$ cat config.mk
export PLATFORM = sky130hd
export DESIGN_NAME = alaw_stream_encoder
export DESIGN_NICKNAME = d
export VERILOG_FILES = /design/src/rtl/alaw_stream_encoder.sv
export SDC_FILE = /design/constraint.sdc
export NUM_CORES = 1
export LEC_CHECK = 0
export BUFFER_PORTS_ARGS = -buffer_cell sky130_fd_sc_hd__buf_2
export CORE_ASPECT_RATIO = 0.9
export CORE_UTILIZATION = 58
export DETAILED_ROUTE_END_ITERATION = 10
export HOLD_SLACK_MARGIN = 0.12
export PLACE_DENSITY_LB_ADDON = 0.2
export SLEW_MARGIN = 20
export SYNTH_ARGS = -nofsm -noshare
export SYNTH_HDL_FRONTEND = slang
export SYNTH_SLANG_ARGS = --single-unit
$ cat constraint.sdc
create_clock -name clk -period 6.8 [get_ports clk]
set_clock_uncertainty 0.2 [all_clocks]
set_input_delay 1.36 -clock clk [delete_from_list [all_inputs] [get_ports clk]]
set_output_delay 1.36 -clock clk [all_outputs]
set_load 0.02 [all_outputs]
$ cat src/rtl/alaw_stream_encoder.sv
// alaw_stream_encoder
//   Streaming G.711 A-law compressor. Two's-complement linear samples enter on
//   a valid/ready port, 8-bit A-law codes leave on a valid/ready port two
//   clocks later. A channel tag travels with every sample so that a single
//   instance can serve several time-multiplexed channels. Sustains one sample
//   per clock when the downstream side is always ready.
//
//   Stage 1 registers the sign and the 12-bit scaled magnitude of each
//   accepted sample. Stage 2 is the output register. It holds the segment and
//   mantissa code, optionally XORed with 8'h55 to give the line format.
//
// Ports
//   clk        in   1      clock, all state on rising edge
//   rst_n      in   1      asynchronous active-low reset
//   in_valid   in   1      input sample valid
//   in_ready   out  1      encoder can accept (combinational from out_ready)
//   in_data    in   IN_W   linear sample, two's complement
//   in_ch      in   CH_W   channel tag for in_data
//   out_valid  out  1      out_data/out_ch valid
//   out_ready  in   1      downstream accepts
//   out_data   out  8      A-law code
//   out_ch     out  CH_W   channel tag accepted with the sample
//   clip_clr   in   1      synchronous clear of clip_cnt (wins over increment)
//   clip_cnt   out  CNT_W  saturating count of accepted most-negative samples
module alaw_stream_encoder #(
    parameter int IN_W     = 16,
    parameter int CH_W     = 3,
    parameter int EVEN_INV = 1,
    parameter int CNT_W    = 16
) (
    input  logic              clk,
    input  logic              rst_n,
    input  logic              in_valid,
    output logic              in_ready,
    input  logic [IN_W-1:0]   in_data,
    input  logic [CH_W-1:0]   in_ch,
    output logic              out_valid,
    input  logic              out_ready,
    output logic [7:0]        out_data,
    output logic [CH_W-1:0]   out_ch,
    input  logic              clip_clr,
    output logic [CNT_W-1:0]  clip_cnt
);

    localparam logic [IN_W-1:0]  MOST_NEG = {1'b1, {(IN_W-1){1'b0}}};
    localparam logic [IN_W-1:0]  MAX_POS  = {1'b0, {(IN_W-1){1'b1}}};
    localparam logic [IN_W-1:0]  ONE_IN   = {{(IN_W-1){1'b0}}, 1'b1};
    localparam logic [CNT_W-1:0] CNT_MAX  = {CNT_W{1'b1}};
    localparam logic [CNT_W-1:0] CNT_ONE  = {{(CNT_W-1){1'b0}}, 1'b1};

    // Sign/segment/mantissa code from the sign and the 12-bit magnitude.
    // Segments 0 and 1 both take the mantissa from m[4:1]; every higher
    // segment takes the four bits just below its leading one.
    function automatic logic [7:0] alaw_code(input logic sign, input logic [11:0] m);
        logic [2:0] seg;
        logic [3:0] mant;
        casez (m[11:5])
            7'b1??????: begin seg = 3'd7; mant = m[10:7]; end
            7'b01?????: begin seg = 3'd6; mant = m[9:6];  end
            7'b001????: begin seg = 3'd5; mant = m[8:5];  end
            7'b0001???: begin seg = 3'd4; mant = m[7:4];  end
            7'b00001??: begin seg = 3'd3; mant = m[6:3];  end
            7'b000001?: begin seg = 3'd2; mant = m[5:2];  end
            7'b0000001: begin seg = 3'd1; mant = m[4:1];  end
            default:    begin seg = 3'd0; mant = m[4:1];  end
        endcase
        return {~sign, seg, mant};
    endfunction

    logic              s2_rdy_s;
    logic              accept_s;
    logic              sign_s;
    logic              clip_s;
    logic [IN_W-1:0]   neg_s;
    logic [IN_W-1:0]   mag_s;
    logic [11:0]       m_s;
    logic [7:0]        code_s;
    logic [7:0]        line_code_s;

    logic              s1_valid_r;
    logic              s1_sign_r;
    logic [11:0]       s1_m_r;
    logic [CH_W-1:0]   s1_ch_r;

    // Handshake: a stage may load only when the stage after it is free or draining.
    always_comb begin
        s2_rdy_s = !out_valid || out_ready;
        in_ready = !s1_valid_r || s2_rdy_s;
        accept_s = in_valid && in_ready;
    end

    // Stage-1 datapath: sign, saturated magnitude, and its top 12 bits.
    always_comb begin
        sign_s = in_data[IN_W-1];
        neg_s  = ~in_data + ONE_IN;
        clip_s = (in_data == MOST_NEG);
        if (clip_s) begin
            mag_s = MAX_POS;
        end else if (sign_s) begin
            mag_s = neg_s;
        end else begin
            mag_s = in_data;
        end
        // The magnitude MSB is always 0 after saturation, so truncation is lossless.
        m_s = 12'(mag_s >> (IN_W - 13));
    end

    // Stage-2 datapath: A-law code and optional even-bit inversion.
    always_comb begin
        code_s = alaw_code(s1_sign_r, s1_m_r);
        if (EVEN_INV != 0) begin
            line_code_s = code_s ^ 8'h55;
        end else begin
            line_code_s = code_s;
        end
    end

    // Stage-1 register: capture on accept, empty once the output stage takes it.
    always_ff @(posedge clk or negedge rst_n) begin
        if (!rst_n) begin
            s1_valid_r <= 1'b0;
            s1_sign_r  <= 1'b0;
            s1_m_r     <= 12'd0;
            s1_ch_r    <= {CH_W{1'b0}};
        end else begin
            if (in_ready) begin
                s1_valid_r <= in_valid;
            end
            if (accept_s) begin
                s1_sign_r <= sign_s;
                s1_m_r    <= m_s;
                s1_ch_r   <= in_ch;
            end
        end
    end

    // Output register: the code is held stable while the downstream side stalls.
    always_ff @(posedge clk or negedge rst_n) begin
        if (!rst_n) begin
            out_valid <= 1'b0;
            out_data  <= 8'h00;
            out_ch    <= {CH_W{1'b0}};
        end else if (s2_rdy_s) begin
            out_valid <= s1_valid_r;
            if (s1_valid_r) begin
                out_data <= line_code_s;
                out_ch   <= s1_ch_r;
            end
        end
    end

    // Clip counter: the clear wins, and the count sticks at all-ones.
    always_ff @(posedge clk or negedge rst_n) begin
        if (!rst_n) begin
            clip_cnt <= {CNT_W{1'b0}};
        end else if (clip_clr) begin
            clip_cnt <= {CNT_W{1'b0}};
        end else if (accept_s && clip_s && (clip_cnt != CNT_MAX)) begin
            clip_cnt <= clip_cnt + CNT_ONE;
        end
    end

endmodule

==> metrics.txt, run 1 <==
# TYPE chip_impl_metric gauge
chip_impl_info{name="result_of_the_run",value="finished with violations"} 1
chip_impl_info{name="violations",value="design-rule violations"} 1
chip_impl_info{name="layout_common_cells",value="52 x sky130_fd_sc_hd__buf_2, 44 x sky130_fd_sc_hd__dfrtp_1, 33 x sky130_fd_sc_hd__nand2_1"} 1
chip_impl_metric{name="finalNetCount",unit=""} 345
chip_impl_metric{name="grt-ovfl-total",unit=""} 0
chip_impl_info{name="rsz0062_at_grt",value="false"} 1
chip_impl_metric{name="synthCells",unit=""} 276
chip_impl_metric{name="dp_hpwl",unit="um"} 3970
chip_impl_info{name="tritoncts_clock_tree",value="done"} 1
chip_impl_metric{name="synth.distinct_cells",unit=""} 53
chip_impl_metric{name="die_width",unit="um"} 70.7
chip_impl_metric{name="ctsHoldBuffers",unit=""} 0
chip_impl_info{name="worst_path_dominant_cell_family",value="buffers and inverters"} 1
chip_impl_metric{name="post_route_cells_drive_above_1_share",unit=""} 0.240
chip_impl_metric{name="cts_repair_resize_count",unit=""} 0
chip_impl_metric{name="share_of_synthesized_area_occupied_by_flip_flops_and_latches",unit=""} 0.447
chip_impl_metric{name="period_needed",unit="ns"} 3.48
chip_impl_metric{name="grt_antenna_before_repair",unit=""} 0
chip_impl_metric{name="final.setup.tns",unit="ns"} 0
chip_impl_metric{name="async_reset_ff_frac",unit=""} 1.00
chip_impl_metric{name="floorplan.initialDensity",unit=""} 0.604
chip_impl_metric{name="core",unit="um^2"} 4070
chip_impl_metric{name="final_critical_path_share_of_the_clock_period",unit=""} 0.511
chip_impl_info{name="cts_root_buf",value="sky130_fd_sc_hd__clkbuf_8"} 1
chip_impl_metric{name="first_global_vias",unit=""} 1944
chip_impl_metric{name="maximum_clock_frequency",unit="MHz"} 288
chip_impl_metric{name="clk-insertion-delay-late",unit="ns"} 0.30
chip_impl_metric{name="flow.area_growth_from_synthesis",unit="%"} 14.4
chip_impl_metric{name="timing.critical_path.fanout_max",unit=""} 5
chip_impl_metric{name="dieArea",unit="um^2"} 4510
chip_impl_metric{name="post_cts_buffers",unit=""} 0
chip_impl_metric{name="clkSlewWorstSetupHoldPaths",unit="ns"} 0.08
chip_impl_metric{name="yosys_register_bits",unit=""} 44
chip_impl_metric{name="required",unit="ns"} 5.24
chip_impl_metric{name="htree_levels",unit=""} 2
chip_impl_metric{name="fillerInstances",unit=""} 348
chip_impl_metric{name="regArea",unit="um^2"} 1100
chip_impl_info{name="dominantRegCellSynth",value="sky130_fd_sc_hd__dfrtp_1"} 1
chip_impl_metric{name="detail_route.wl_per_cell",unit="um"} 15.0
chip_impl_metric{name="fin_cells",unit=""} 369
chip_impl_metric{name="syn_avg_cell_area",unit="um^2"} 8.92
chip_impl_metric{name="post-place-cells",unit=""} 361
chip_impl_metric{name="drcViolationCount",unit=""} 6
chip_impl_metric{name="die_height",unit="um"} 63.8
chip_impl_metric{name="drt-vias-per-instance",unit=""} 6.09
chip_impl_metric{name="grt_pass1_wl",unit="um"} 9430
chip_impl_metric{name="dp_slack",unit="ns"} 3.09
chip_impl_metric{name="pin_count_of_the_biggest_net_entering_global_routing",unit=""} 45
chip_impl_metric{name="worst_setup_slack_final",unit="ns"} 3.32
chip_impl_info{name="timing_worst_setup_path_type",value="input pin to primary output"} 1
chip_impl_metric{name="drt_first_pass_iters",unit=""} 8
chip_impl_info{name="min-delay-path-class",value="register to register"} 1
chip_impl_metric{name="hold_viol",unit=""} 0
chip_impl_metric{name="final_antenna_diode_count",unit=""} 0
chip_impl_metric{name="rows",unit=""} 22
chip_impl_metric{name="setup_violations",unit=""} 0
chip_impl_metric{name="max-cap-violations",unit=""} 0
chip_impl_metric{name="synth_area",unit="um^2"} 2460
chip_impl_metric{name="count_of_routing_violations_after_the_opening_detailed_route_iteration",unit=""} 270
chip_impl_metric{name="cts_made_buffers",unit=""} 5
chip_impl_metric{name="worst_path_largest_cell_delay",unit="ns"} 0.24
chip_impl_info{name="worst_path_most_repeated_cell",value="sky130_fd_sc_hd__buf_2"} 1
chip_impl_metric{name="synth.net_count",unit=""} 301
chip_impl_metric{name="finalWirelength",unit="um"} 5530
chip_impl_metric{name="design.portCount",unit=""} 53
chip_impl_metric{name="detail-route-antenna-nets",unit=""} 0
chip_impl_info{name="slowest_stage",value="sky130_fd_sc_hd__nand3b_1"} 1
chip_impl_metric{name="groute.usage.overall",unit=""} 0.268
chip_impl_metric{name="cp.arrival",unit="ns"} 1.92
chip_impl_metric{name="slew_at_the_pin_with_the_worst_max_slew_slack",unit="ns"} 0.949
chip_impl_metric{name="timing.critical_path.buf_inv",unit=""} 2
chip_impl_metric{name="placement.io_buffers",unit=""} 52
chip_impl_info{name="layout_commonest_cell",value="sky130_fd_sc_hd__buf_2"} 1
chip_impl_metric{name="tritoncts_num_sinks",unit=""} 44
chip_impl_metric{name="vdd.ir_drop.worst",unit="mV"} 0.131
chip_impl_metric{name="post_synth_edffs",unit=""} 0
chip_impl_info{name="critical_path.endpoint_type",value="primary output"} 1
chip_impl_metric{name="multi_input_comb_area",unit="um^2"} 1260
chip_impl_metric{name="gp_routability_congestion",unit=""} 0.870
chip_impl_metric{name="static-leakage-power",unit="uW"} 0.00126
chip_impl_metric{name="maxSlewHeadroom",unit=""} 0.367
chip_impl_metric{name="yosysWarnings",unit=""} 0
chip_impl_info{name="crit_path_start_kind",value="input pin"} 1
chip_impl_metric{name="clock_path_buffers",unit=""} 2
chip_impl_metric{name="vias",unit=""} 2249
chip_impl_metric{name="ratio_of_total_power_to_cell_area",unit="nW/um^2"} 222
chip_impl_metric{name="final_report_max_slew_violation_count",unit=""} 0
chip_impl_info{name="cp_cell_sequence",value="buf_2 > nand3b_1 > buf_2"} 1
[state kept, by name (all words and copies together) (netlist names)]
signal and flops:
out_valid 1, s1_ch_r 3, s1_valid_r 1, s1_sign_r 1, s1_m_r 11, out_data 8, out_ch 3, clip_cnt 16
[through the flow]
stage / hold WS (ns) / total power [uW] / util / instance area (um^2)
detailed placement: 0.266 / 464 / 0.669 / 2730
global placement: 0.256 / 462 / 0.669 / 2730
floorplan: 0.239 / 414 / - / 2460
global route: 0.291 / 660 / 0.692 / 2820
finish: 0.275 / 627 / 0.692 / 2820
CTS: 0.285 / 632 / 0.692 / 2820
[worst paths after layout]
kind	cells after the start	to	from	slack, ns
hold reg to reg	2	out_data[0]	out_data[0]	0.28
hold / removal	2	out_data[0]	out_data[0]	0.28
setup reg to reg	5	clip_cnt[9]	out_valid	4.10
max in group asynchronous	1	s1_m_r[7]	rst_n	4.79
setup / recovery	3	in_ready	out_ready	3.32
min in group asynchronous	1	clip_cnt[8]	rst_n	1.00
[tightest hold or removal path, stage by stage, from the launching register on]
cell and delay (ns):
sky130_fd_sc_hd__dfrtp_1 0.34, sky130_fd_sc_hd__nand2_1 0.04, sky130_fd_sc_hd__o21ai_0 0.06
[power breakdown]
part / leakage, uW / internal (uW) / switching, uW / total (uW)
Clock: 0.0000510 / 81.1 / 86.2 / 167
Combinational: 0.000656 / 52.8 / 84.5 / 137
Sequential: 0.000553 / 292 / 30.3 / 322
[synth_stat cells (3+ instances only)]
| cell type | n | area share |
|---|---|---|
| sky130_fd_sc_hd__o21ai_0 | 20 | 0.041 |
| sky130_fd_sc_hd__nand2_1 | 33 | 0.050 |
| sky130_fd_sc_hd__or4_1 | 6 | 0.018 |
| sky130_fd_sc_hd__a22oi_1 | 6 | 0.018 |
| sky130_fd_sc_hd__clkbuf_1 | 14 | 0.021 |
| sky130_fd_sc_hd__nor2_1 | 22 | 0.034 |
| sky130_fd_sc_hd__nor4_1 | 3 | 0.0076 |
| sky130_fd_sc_hd__nand2b_1 | 3 | 0.0076 |
| sky130_fd_sc_hd__xor2_1 | 8 | 0.028 |
| sky130_fd_sc_hd__nand4_1 | 4 | 0.010 |
| sky130_fd_sc_hd__mux2_2 | 7 | 0.032 |
| sky130_fd_sc_hd__and3_1 | 3 | 0.0076 |
| sky130_fd_sc_hd__inv_1 | 11 | 0.017 |
| sky130_fd_sc_hd__or3_1 | 4 | 0.010 |
| sky130_fd_sc_hd__a21oi_1 | 24 | 0.049 |
| sky130_fd_sc_hd__nor3_1 | 6 | 0.012 |
| sky130_fd_sc_hd__dfrtp_1 | 44 | 0.45 |
| sky130_fd_sc_hd__nor2b_1 | 5 | 0.013 |
| sky130_fd_sc_hd__nand3_1 | 7 | 0.014 |
| sky130_fd_sc_hd__o31ai_1 | 7 | 0.021 |
[logic make-up (layout without fill, tap and decap cells)]
group	count (synthesis)	count (layout)	synth area share
xor+xnor	9	9	0.0320
fa+ha+maj	1	1	0.00508
buf+inv	26	71	0.0401
flops	44	44	0.447
simple gates	112	112	0.246
compound gates	77	77	0.198
mux	7	7	0.0320
[layout make-up]
cell class | instances | share of cell area
Inverter | 11 | 0.0147
Sequential cell | 44 | 0.391
Clock inverter | 2 | 0.00355
Tap cell | 48 | 0.0213
Timing Repair Buffer | 52 | 0.0924
Multi-Input combinational cell | 206 | 0.448
Clock buffer | 6 | 0.0293
[metal layers]
metal | up-vias | share of wire | GRT usage
li1 | 1096 | - | -
met1 | 1061 | 0.50 | 0.413
met2 | 85 | 0.43 | 0.392
met3 | 7 | 0.051 | 0.0394
met4 | 0 | 0.011 | 0.0775
met5 | - | 0 | 0
No activity file was read; power rests on OpenSTA's default activity.
==> inputs of run 2 (changes only) <==
- CORE_UTILIZATION: 58 -> 49
- clock period: 6.8 -> 3.1 ns (I/O delays scaled with it)
==> run 2 against run 1 <==
  * The flow now finishes without violations
  * First-iteration DRC count is 3.0% lower
  * Worst setup slack got worse by 2.8 ns
  * Final cell count up 5.4%
  * Critical endpoint is now clip_cnt[3]
==> metrics.txt, run 2 (synthesis results as in run 1) <==
# TYPE chip_impl_metric gauge
chip_impl_info{name="result_of_the_run",value="finished, final reports clean"} 1
chip_impl_metric{name="share_comb_of_total_power",unit=""} 0.208
chip_impl_metric{name="internal_power",unit="uW"} 997
chip_impl_metric{name="placed_area",unit="um^2"} 2770
chip_impl_metric{name="tritoncts_num_sinks",unit=""} 44
chip_impl_info{name="timing_worst_setup_path_type",value="input pin to register"} 1
chip_impl_metric{name="multi_input_comb_area",unit="um^2"} 1260
chip_impl_metric{name="largest_register_ff_count",unit=""} 16
chip_impl_metric{name="dp_slack",unit="ns"} 0.221
chip_impl_info{name="tritoncts_clock_tree",value="done"} 1
chip_impl_metric{name="die_width",unit="um"} 76.7
chip_impl_metric{name="clock_power_share",unit=""} 0.302
chip_impl_metric{name="finalNetCount",unit=""} 348
chip_impl_metric{name="worst-r2r-setup-slack",unit="ns"} 0.68
chip_impl_metric{name="final_report_max_slew_violation_count",unit=""} 0
chip_impl_metric{name="detail_route.wl_per_cell",unit="um"} 14.2
chip_impl_metric{name="floorplan.initialDensity",unit=""} 0.509
chip_impl_metric{name="regArea",unit="um^2"} 1100
chip_impl_metric{name="vdd.ir_drop.worst",unit="mV"} 0.329
chip_impl_metric{name="grt-ovfl-total",unit=""} 0
chip_impl_info{name="layout_commonest_cell",value="sky130_fd_sc_hd__buf_2"} 1
chip_impl_metric{name="setup_violations",unit=""} 0
chip_impl_metric{name="drt-vias-per-instance",unit=""} 5.85
chip_impl_metric{name="htree_levels",unit=""} 2
chip_impl_metric{name="rows",unit=""} 24
chip_impl_metric{name="hold_viol",unit=""} 0
chip_impl_info{name="critical_path.endpoint_type",value="register"} 1
chip_impl_info{name="crit_path_start_kind",value="input pin"} 1
chip_impl_metric{name="gp_routability_congestion",unit=""} 0.887
chip_impl_metric{name="final.setup.tns",unit="ns"} 0
chip_impl_metric{name="swShare",unit=""} 0.310
chip_impl_metric{name="maxSlewHeadroom",unit=""} 0.581
chip_impl_info{name="worstReg2RegEnd",value="clip_cnt[8]"} 1
chip_impl_info{name="largest-register",value="clip_cnt"} 1
chip_impl_metric{name="grt_pass1_wl",unit="um"} 9780
chip_impl_metric{name="fillerInstances",unit=""} 448
chip_impl_info{name="rsz0062_at_grt",value="false"} 1
chip_impl_metric{name="clkSlewWorstSetupHoldPaths",unit="ns"} 0.08
chip_impl_metric{name="static-leakage-power",unit="uW"} 0.00128
chip_impl_metric{name="vias",unit=""} 2277
chip_impl_metric{name="clk-insertion-delay-late",unit="ns"} 0.30
chip_impl_metric{name="detail-route-antenna-nets",unit=""} 0
chip_impl_metric{name="first_global_vias",unit=""} 2150
chip_impl_metric{name="finish.instance_area",unit="um^2"} 2880
chip_impl_metric{name="clock_path_buffers",unit=""} 2
chip_impl_metric{name="ctsHoldBuffers",unit=""} 0
chip_impl_metric{name="pin_count_of_the_biggest_net_entering_global_routing",unit=""} 45
chip_impl_info{name="cp_cell_sequence",value="buf_2 > nor4_2 > nand2_1 > or3_1 > nor4b_1 > mux2_2"} 1
chip_impl_metric{name="dieArea",unit="um^2"} 5310
chip_impl_metric{name="ff2ff_path_depth",unit=""} 6
chip_impl_metric{name="worst_path_largest_cell_delay",unit="ns"} 0.55
chip_impl_metric{name="grt_antenna_before_repair",unit=""} 0
chip_impl_metric{name="final_antenna_diode_count",unit=""} 0
chip_impl_metric{name="dp_hpwl",unit="um"} 3960
chip_impl_metric{name="max-cap-violations",unit=""} 0
chip_impl_info{name="rr_startpoint",value="clip_cnt[0]"} 1
chip_impl_metric{name="cts_made_buffers",unit=""} 5
chip_impl_metric{name="worst_setup_slack_final",unit="ns"} 0.551
chip_impl_metric{name="period_needed",unit="ns"} 2.55
chip_impl_metric{name="ratio_of_total_power_to_cell_area",unit="nW/um^2"} 501
chip_impl_info{name="largestRegisters",value="clip_cnt (16), s1_m_r (11), out_data (8)"} 1
chip_impl_metric{name="required",unit="ns"} 3.09
chip_impl_info{name="slowest_stage",value="sky130_fd_sc_hd__or3_1"} 1
chip_impl_info{name="layout_common_cells",value="51 x sky130_fd_sc_hd__buf_2, 44 x sky130_fd_sc_hd__dfrtp_1, 33 x sky130_fd_sc_hd__nand2_1"} 1
chip_impl_metric{name="timing.critical_path.fanout_max",unit=""} 13
chip_impl_metric{name="core",unit="um^2"} 4830
chip_impl_metric{name="count_of_routing_violations_after_the_opening_detailed_route_iteration",unit=""} 262
chip_impl_metric{name="final_critical_path_share_of_the_clock_period",unit=""} 0.822
chip_impl_metric{name="die_height",unit="um"} 69.3
chip_impl_metric{name="p_total",unit="uW"} 1440
chip_impl_metric{name="power_frac_seq",unit=""} 0.489
chip_impl_metric{name="flow.area_growth_from_synthesis",unit="%"} 17.1
chip_impl_metric{name="drcViolationCount",unit=""} 0
chip_impl_metric{name="placement.io_buffers",unit=""} 52
chip_impl_metric{name="total_switching_power",unit="uW"} 448
chip_impl_metric{name="finalWirelength",unit="um"} 5540
chip_impl_metric{name="slew_at_the_pin_with_the_worst_max_slew_slack",unit="ns"} 0.626
chip_impl_metric{name="drt_first_pass_iters",unit=""} 4
chip_impl_metric{name="design.portCount",unit=""} 53
chip_impl_info{name="min-delay-path-class",value="input pin to async pin"} 1
chip_impl_metric{name="post_cts_buffers",unit=""} 0
chip_impl_metric{name="cp.arrival",unit="ns"} 2.54
chip_impl_info{name="cts_root_buf",value="sky130_fd_sc_hd__clkbuf_8"} 1
chip_impl_metric{name="maximum_clock_frequency",unit="MHz"} 392
chip_impl_metric{name="post_route_cells_drive_above_1_share",unit=""} 0.247
chip_impl_metric{name="groute.usage.overall",unit=""} 0.228
chip_impl_metric{name="cts_repair_resize_count",unit=""} 0
## run 2: cell count changes in the layout (fill, tap and decap cells not counted), sizes merged
cell	change
clkbuf	-1
bufinv	+1
buf	+3
clkinv	-1
clkinvlp	+1
## run 2: layout make-up
| type | instances | share of cell area |
|---|---|---|
| flip-flops and latches | 44 | 0.382 |
| inverters | 11 | 0.0143 |
| clock buffers | 5 | 0.0239 |
| clock inverters | 3 | 0.0148 |
| repair buffers | 55 | 0.0990 |
| well taps | 65 | 0.0282 |
| multi-input cells | 206 | 0.438 |
## run 2: worst max path at each step
stage	startpoint	to	slack [ns]	cells past startpoint
3_3_place_gp	in_data[1]	clip_cnt[3]	0.31	6
6_report	in_data[1]	clip_cnt[3]	0.55	6
5_1_grt	in_data[1]	clip_cnt[3]	0.38	6
4_1_cts	in_data[1]	clip_cnt[3]	0.55	6
2_1_floorplan	in_data[1]	clip_cnt[3]	0.50	6
3_5_place_dp	in_data[1]	clip_cnt[3]	0.22	6
## run 2: worst max-delay path: cells and delay by family
family,cells,cell delay (ns)
buffers and inverters,1,0.11
muxes,1,0.37
and+or+nand+nor,4,1.44
## run 2: routing by layer
layer  global-route usage  wire length, um  up-vias
li1                     -                -     1106
met3               0.0500              359        5
met2                0.345             2440       83
met1                0.326             2700     1083
met5                    0                0        -
met4               0.0726               41        0
## run 2: through the flow
stage,std cells,utilization,hold WS [ns]
after global routing,389,0.596,0.156
after detailed placement,381,0.573,0.266
after floorplan,276,-,0.124
after global placement,381,0.573,0.256
after CTS,389,0.596,0.284
final,389,0.596,0.110
## run 2: power groups by stage
stage          Sequential (uW)  Combinational, uW  Clock [uW]
6_report                   707                301         437
5_1_grt                    719                335         476
4_1_cts                    706                302         451
3_5_place_dp               718                301           0
3_3_place_gp               716                298           0
2_1_floorplan              729                180           0
==> inputs of run 3 (changes only) <==
- ABC_AREA: unset -> 1
- CORE_UTILIZATION: 49 -> 51
- clock period: 3.1 -> 2.31 ns (I/O delays scaled with it)
==> run 3 against run 2 <==
  * Sequential power increased by 37%
  * Core utilization increased by 2.8 points
  * Largest cell class unchanged
  * Global-route usage increased by 0.93 points
  * Clock-buffer cell count unchanged
==> metrics.txt, run 3 <==
# TYPE chip_impl_metric gauge
chip_impl_metric{name="detail_route.wl_per_cell",unit="um"} 12.0
chip_impl_metric{name="swShare",unit=""} 0.340
chip_impl_metric{name="grt_pass1_wl",unit="um"} 11200
chip_impl_metric{name="synth.distinct_cells",unit=""} 32
chip_impl_info{name="timing_worst_setup_path_type",value="register to register"} 1
chip_impl_info{name="slowest_stage",value="sky130_fd_sc_hd__dfrtp_1"} 1
chip_impl_info{name="layout_common_cells",value="120 x sky130_fd_sc_hd__nand2_1, 76 x sky130_fd_sc_hd__nor2_1, 52 x sky130_fd_sc_hd__buf_2"} 1
chip_impl_metric{name="fillerInstances",unit=""} 527
chip_impl_metric{name="tritoncts_num_sinks",unit=""} 44
chip_impl_metric{name="static-leakage-power",unit="uW"} 0.00175
chip_impl_metric{name="syn_avg_cell_area",unit="um^2"} 6.94
chip_impl_metric{name="clkSlewWorstSetupHoldPaths",unit="ns"} 0.09
chip_impl_metric{name="design.portCount",unit=""} 53
chip_impl_metric{name="core",unit="um^2"} 5440
chip_impl_metric{name="timing.critical_path.fanout_max",unit=""} 16
chip_impl_info{name="min-delay-path-class",value="input pin to register"} 1
chip_impl_metric{name="placement.io_buffers",unit=""} 52
chip_impl_info{name="dominantRegCellSynth",value="sky130_fd_sc_hd__dfrtp_1"} 1
chip_impl_metric{name="maximum_clock_frequency",unit="MHz"} 522
chip_impl_metric{name="share_comb_of_total_power",unit=""} 0.257
chip_impl_info{name="result_of_the_run",value="finished, final reports clean"} 1
chip_impl_metric{name="required",unit="ns"} 2.35
chip_impl_metric{name="synth_area",unit="um^2"} 2970
chip_impl_metric{name="synthXorXnorAreaFrac",unit=""} 0.0295
chip_impl_metric{name="groute.usage.overall",unit=""} 0.237
chip_impl_info{name="cp-startpoint",value="clip_cnt[0]"} 1
chip_impl_metric{name="total_switching_power",unit="uW"} 715
chip_impl_info{name="critical_path.endpoint_type",value="register"} 1
chip_impl_metric{name="final_report_max_slew_violation_count",unit=""} 0
chip_impl_info{name="largest-register",value="clip_cnt"} 1
chip_impl_metric{name="post_route_cells_drive_above_1_share",unit=""} 0.190
chip_impl_info{name="largestRegisters",value="clip_cnt (16), s1_m_r (11), out_data (8)"} 1
chip_impl_metric{name="grt-ovfl-total",unit=""} 0
chip_impl_metric{name="setup_violations",unit=""} 0
chip_impl_metric{name="hold_viol",unit=""} 0
chip_impl_metric{name="htree_levels",unit=""} 2
chip_impl_metric{name="cp.arrival",unit="ns"} 1.96
chip_impl_metric{name="clock_path_buffers",unit=""} 2
chip_impl_metric{name="ff2ff_path_depth",unit=""} 8
chip_impl_metric{name="vias",unit=""} 2878
chip_impl_metric{name="dieArea",unit="um^2"} 6130
chip_impl_metric{name="rows",unit=""} 25
chip_impl_info{name="crit_path_start_kind",value="register"} 1
chip_impl_metric{name="finalNetCount",unit=""} 507
chip_impl_metric{name="drt_first_pass_iters",unit=""} 6
chip_impl_metric{name="multi_input_comb_area",unit="um^2"} 1630
chip_impl_metric{name="yosys_register_bits",unit=""} 44
chip_impl_metric{name="grt_antenna_before_repair",unit=""} 0
chip_impl_metric{name="synthMuxAreaShare",unit=""} 0
chip_impl_metric{name="ratio_of_total_power_to_cell_area",unit="nW/um^2"} 618
chip_impl_metric{name="die_width",unit="um"} 82.4
chip_impl_metric{name="finalWirelength",unit="um"} 6630
chip_impl_info{name="worstReg2RegEnd",value="clip_cnt[6]"} 1
chip_impl_metric{name="synthSimpleGateAreaFrac",unit=""} 0.461
chip_impl_metric{name="timing.critical_path.depth",unit=""} 8
chip_impl_metric{name="portion_of_synthesized_cell_area_occupied_by_the_leading_cell_type",unit=""} 0.371
chip_impl_metric{name="placed_area",unit="um^2"} 3280
chip_impl_metric{name="final.setup.tns",unit="ns"} 0
chip_impl_metric{name="worst_path_largest_cell_delay",unit="ns"} 0.43
chip_impl_metric{name="dp_hpwl",unit="um"} 4920
chip_impl_info{name="timing.critical_path.to",value="clip_cnt[6]"} 1
chip_impl_info{name="synth_top_family_by_area",value="simple AND/OR/NAND/NOR gates"} 1
chip_impl_metric{name="final_antenna_diode_count",unit=""} 0
chip_impl_info{name="synth_area_leader_cell",value="sky130_fd_sc_hd__dfrtp_1"} 1
chip_impl_metric{name="period_needed",unit="ns"} 1.92
chip_impl_metric{name="maxSlewHeadroom",unit=""} 0.622
chip_impl_info{name="rr_startpoint",value="clip_cnt[0]"} 1
chip_impl_metric{name="cts_repair_resize_count",unit=""} 0
chip_impl_metric{name="floorplan.initialDensity",unit=""} 0.546
chip_impl_metric{name="regArea",unit="um^2"} 1100
chip_impl_metric{name="die_height",unit="um"} 74.4
chip_impl_metric{name="max-cap-violations",unit=""} 0
chip_impl_info{name="cp_cell_sequence",value="ha_1 > nand2_1 > nor2_4 > nand2_4 > nor2_8 > nor2_4 > nand3_1 > nand2_1"} 1
chip_impl_info{name="rsz0062_at_grt",value="false"} 1
chip_impl_info{name="worst_path_dominant_cell_family",value="simple AND/OR/NAND/NOR gates"} 1
chip_impl_metric{name="drt-vias-per-instance",unit=""} 5.23
chip_impl_metric{name="finish.instance_area",unit="um^2"} 3400
chip_impl_info{name="layout_commonest_cell",value="sky130_fd_sc_hd__nand2_1"} 1
chip_impl_info{name="yosysMostFrequentCell",value="sky130_fd_sc_hd__nand2_1"} 1
chip_impl_metric{name="flow.area_growth_from_synthesis",unit="%"} 14.5
chip_impl_metric{name="final_critical_path_share_of_the_clock_period",unit=""} 0.830
chip_impl_metric{name="clock_power_share",unit=""} 0.280
chip_impl_metric{name="internal_power",unit="uW"} 1390
chip_impl_info{name="synth.top_cells.by_area",value="sky130_fd_sc_hd__dfrtp_1 37%, sky130_fd_sc_hd__nand2_1 15%, sky130_fd_sc_hd__nor2_1 9.6%"} 1
chip_impl_metric{name="gp_routability_congestion",unit=""} 0.899
chip_impl_metric{name="vdd.ir_drop.worst",unit="mV"} 0.465
chip_impl_metric{name="detail-route-antenna-nets",unit=""} 0
chip_impl_metric{name="synth.net_count",unit=""} 453
chip_impl_metric{name="largest_register_ff_count",unit=""} 16
chip_impl_metric{name="synthCells",unit=""} 428
chip_impl_metric{name="first_global_vias",unit=""} 2508
chip_impl_metric{name="post_synth_edffs",unit=""} 0
chip_impl_metric{name="cts_made_buffers",unit=""} 5
chip_impl_metric{name="async_reset_ff_frac",unit=""} 1.00
chip_impl_metric{name="timing.critical_path.buf_inv",unit=""} 0
chip_impl_metric{name="slew_at_the_pin_with_the_worst_max_slew_slack",unit="ns"} 0.561
chip_impl_info{name="cts_root_buf",value="sky130_fd_sc_hd__clkbuf_8"} 1
chip_impl_metric{name="drcViolationCount",unit=""} 0
chip_impl_metric{name="worst-r2r-setup-slack",unit="ns"} 0.39
chip_impl_metric{name="share_of_synthesized_area_occupied_by_flip_flops_and_latches",unit=""} 0.371
chip_impl_metric{name="pin_count_of_the_biggest_net_entering_global_routing",unit=""} 45
chip_impl_metric{name="synth-adder-area-share",unit=""} 0.00421
chip_impl_metric{name="count_of_routing_violations_after_the_opening_detailed_route_iteration",unit=""} 162
chip_impl_metric{name="clk-insertion-delay-late",unit="ns"} 0.30
chip_impl_metric{name="compound_gate_fraction_of_synth_area",unit=""} 0.0544
chip_impl_info{name="synthTopCellsByCount",value="120 x sky130_fd_sc_hd__nand2_1, 76 x sky130_fd_sc_hd__nor2_1, 44 x sky130_fd_sc_hd__dfrtp_1"} 1
chip_impl_metric{name="power_frac_seq",unit=""} 0.463
chip_impl_metric{name="yosysWarnings",unit=""} 0
chip_impl_info{name="tritoncts_clock_tree",value="done"} 1
==> run 3: changes by cell type in the layout (fill, tap and decap cells not counted), sizes merged, moves of 7 or more <==
cell	delta
nor2	+63
nand2	+92
a21oi	-19
nand3	+43
nand3b	+10
o31ai	-7
or4	-7
inv	+32
nand4	+10
mux2	-7
==> run 3: per-stage QoR <==
step | std cells | setup slack (ns) | utilization | power [uW] | hold slack [ns]
floorplan | 428 | 0.443 | - | 1330 | -0.0336
global placement | 541 | 0.381 | 0.602 | 1510 | 0.254
detailed placement | 541 | 0.303 | 0.602 | 1530 | 0.262
CTS | 550 | 0.406 | 0.624 | 2120 | 0.167
global route | 550 | 0.253 | 0.624 | 2240 | 0.176
finish | 550 | 0.393 | 0.624 | 2100 | 0.174
==> run 3: routing by layer <==
metal,track usage,vias up,wire (um)
met5,0,-,0
met4,0.0682,0,68
met3,0.0429,5,314
met2,0.370,87,2930
met1,0.336,1308,3310
li1,-,1478,-
==> run 3: what timing repair did <==
| item | CTS | global route |
|---|---|---|
| setup endpoints to repair | 0 | 0 |
| hold buffers | 1 | 0 |
| setup buffers | 0 | 0 |
| endpoints found under the hold margin | 44 | 0 |
==> run 3: kinds of logic (layout without fill, tap and decap cells) <==
kind of cell,Yosys count,count (layout)
compound gates,29,29
simple gates,289,289
flops,44,44
xor+xnor,10,10
fa+ha+maj,1,1
buf+inv,55,110
==> run 3: worst register-to-register path: stages (launching register included) <==
cell	delay [ns]
sky130_fd_sc_hd__dfrtp_1	0.43
sky130_fd_sc_hd__ha_1	0.27
sky130_fd_sc_hd__nand2_1	0.15
sky130_fd_sc_hd__nor2_4	0.07
sky130_fd_sc_hd__nand2_4	0.10
sky130_fd_sc_hd__nor2_8	0.06
sky130_fd_sc_hd__nor2_4	0.34
sky130_fd_sc_hd__nand3_1	0.14
sky130_fd_sc_hd__nand2_1	0.10
==> run 3: power by group through the flow <==
stage,combinational [uW],sequential [uW],clock [uW]
2_1_floorplan,286,1040,0
3_3_place_gp,529,981,0
3_5_place_dp,541,987,0
4_1_cts,544,972,608
5_1_grt,618,991,632
6_report,541,972,588
==> run 3: layout make-up <==
cell class,count,area share
Clock buffer,5,0.0203
Clock inverter,3,0.0125
Inverter,44,0.0486
Multi-Input combinational cell,329,0.479
Sequential cell,44,0.324
Tap cell,67,0.0247
Timing Repair Buffer,58,0.0906
==> run 3: worst min-delay path by stage <==
| stage | startpoint | endpoint | slack, ns | cells past startpoint |
|---|---|---|---|---|
| after CTS | in_ch[0] | s1_ch_r[0] | 0.17 | 3 |
| after global routing | in_ch[0] | s1_ch_r[0] | 0.18 | 3 |
| after floorplan | rst_n | clip_cnt[0] | -0.03 | 0 |
| final | in_ch[0] | s1_ch_r[0] | 0.17 | 3 |
| after global placement | s1_sign_r | out_data[7] | 0.25 | 1 |
| after detailed placement | out_data[1] | out_data[1] | 0.26 | 2 |
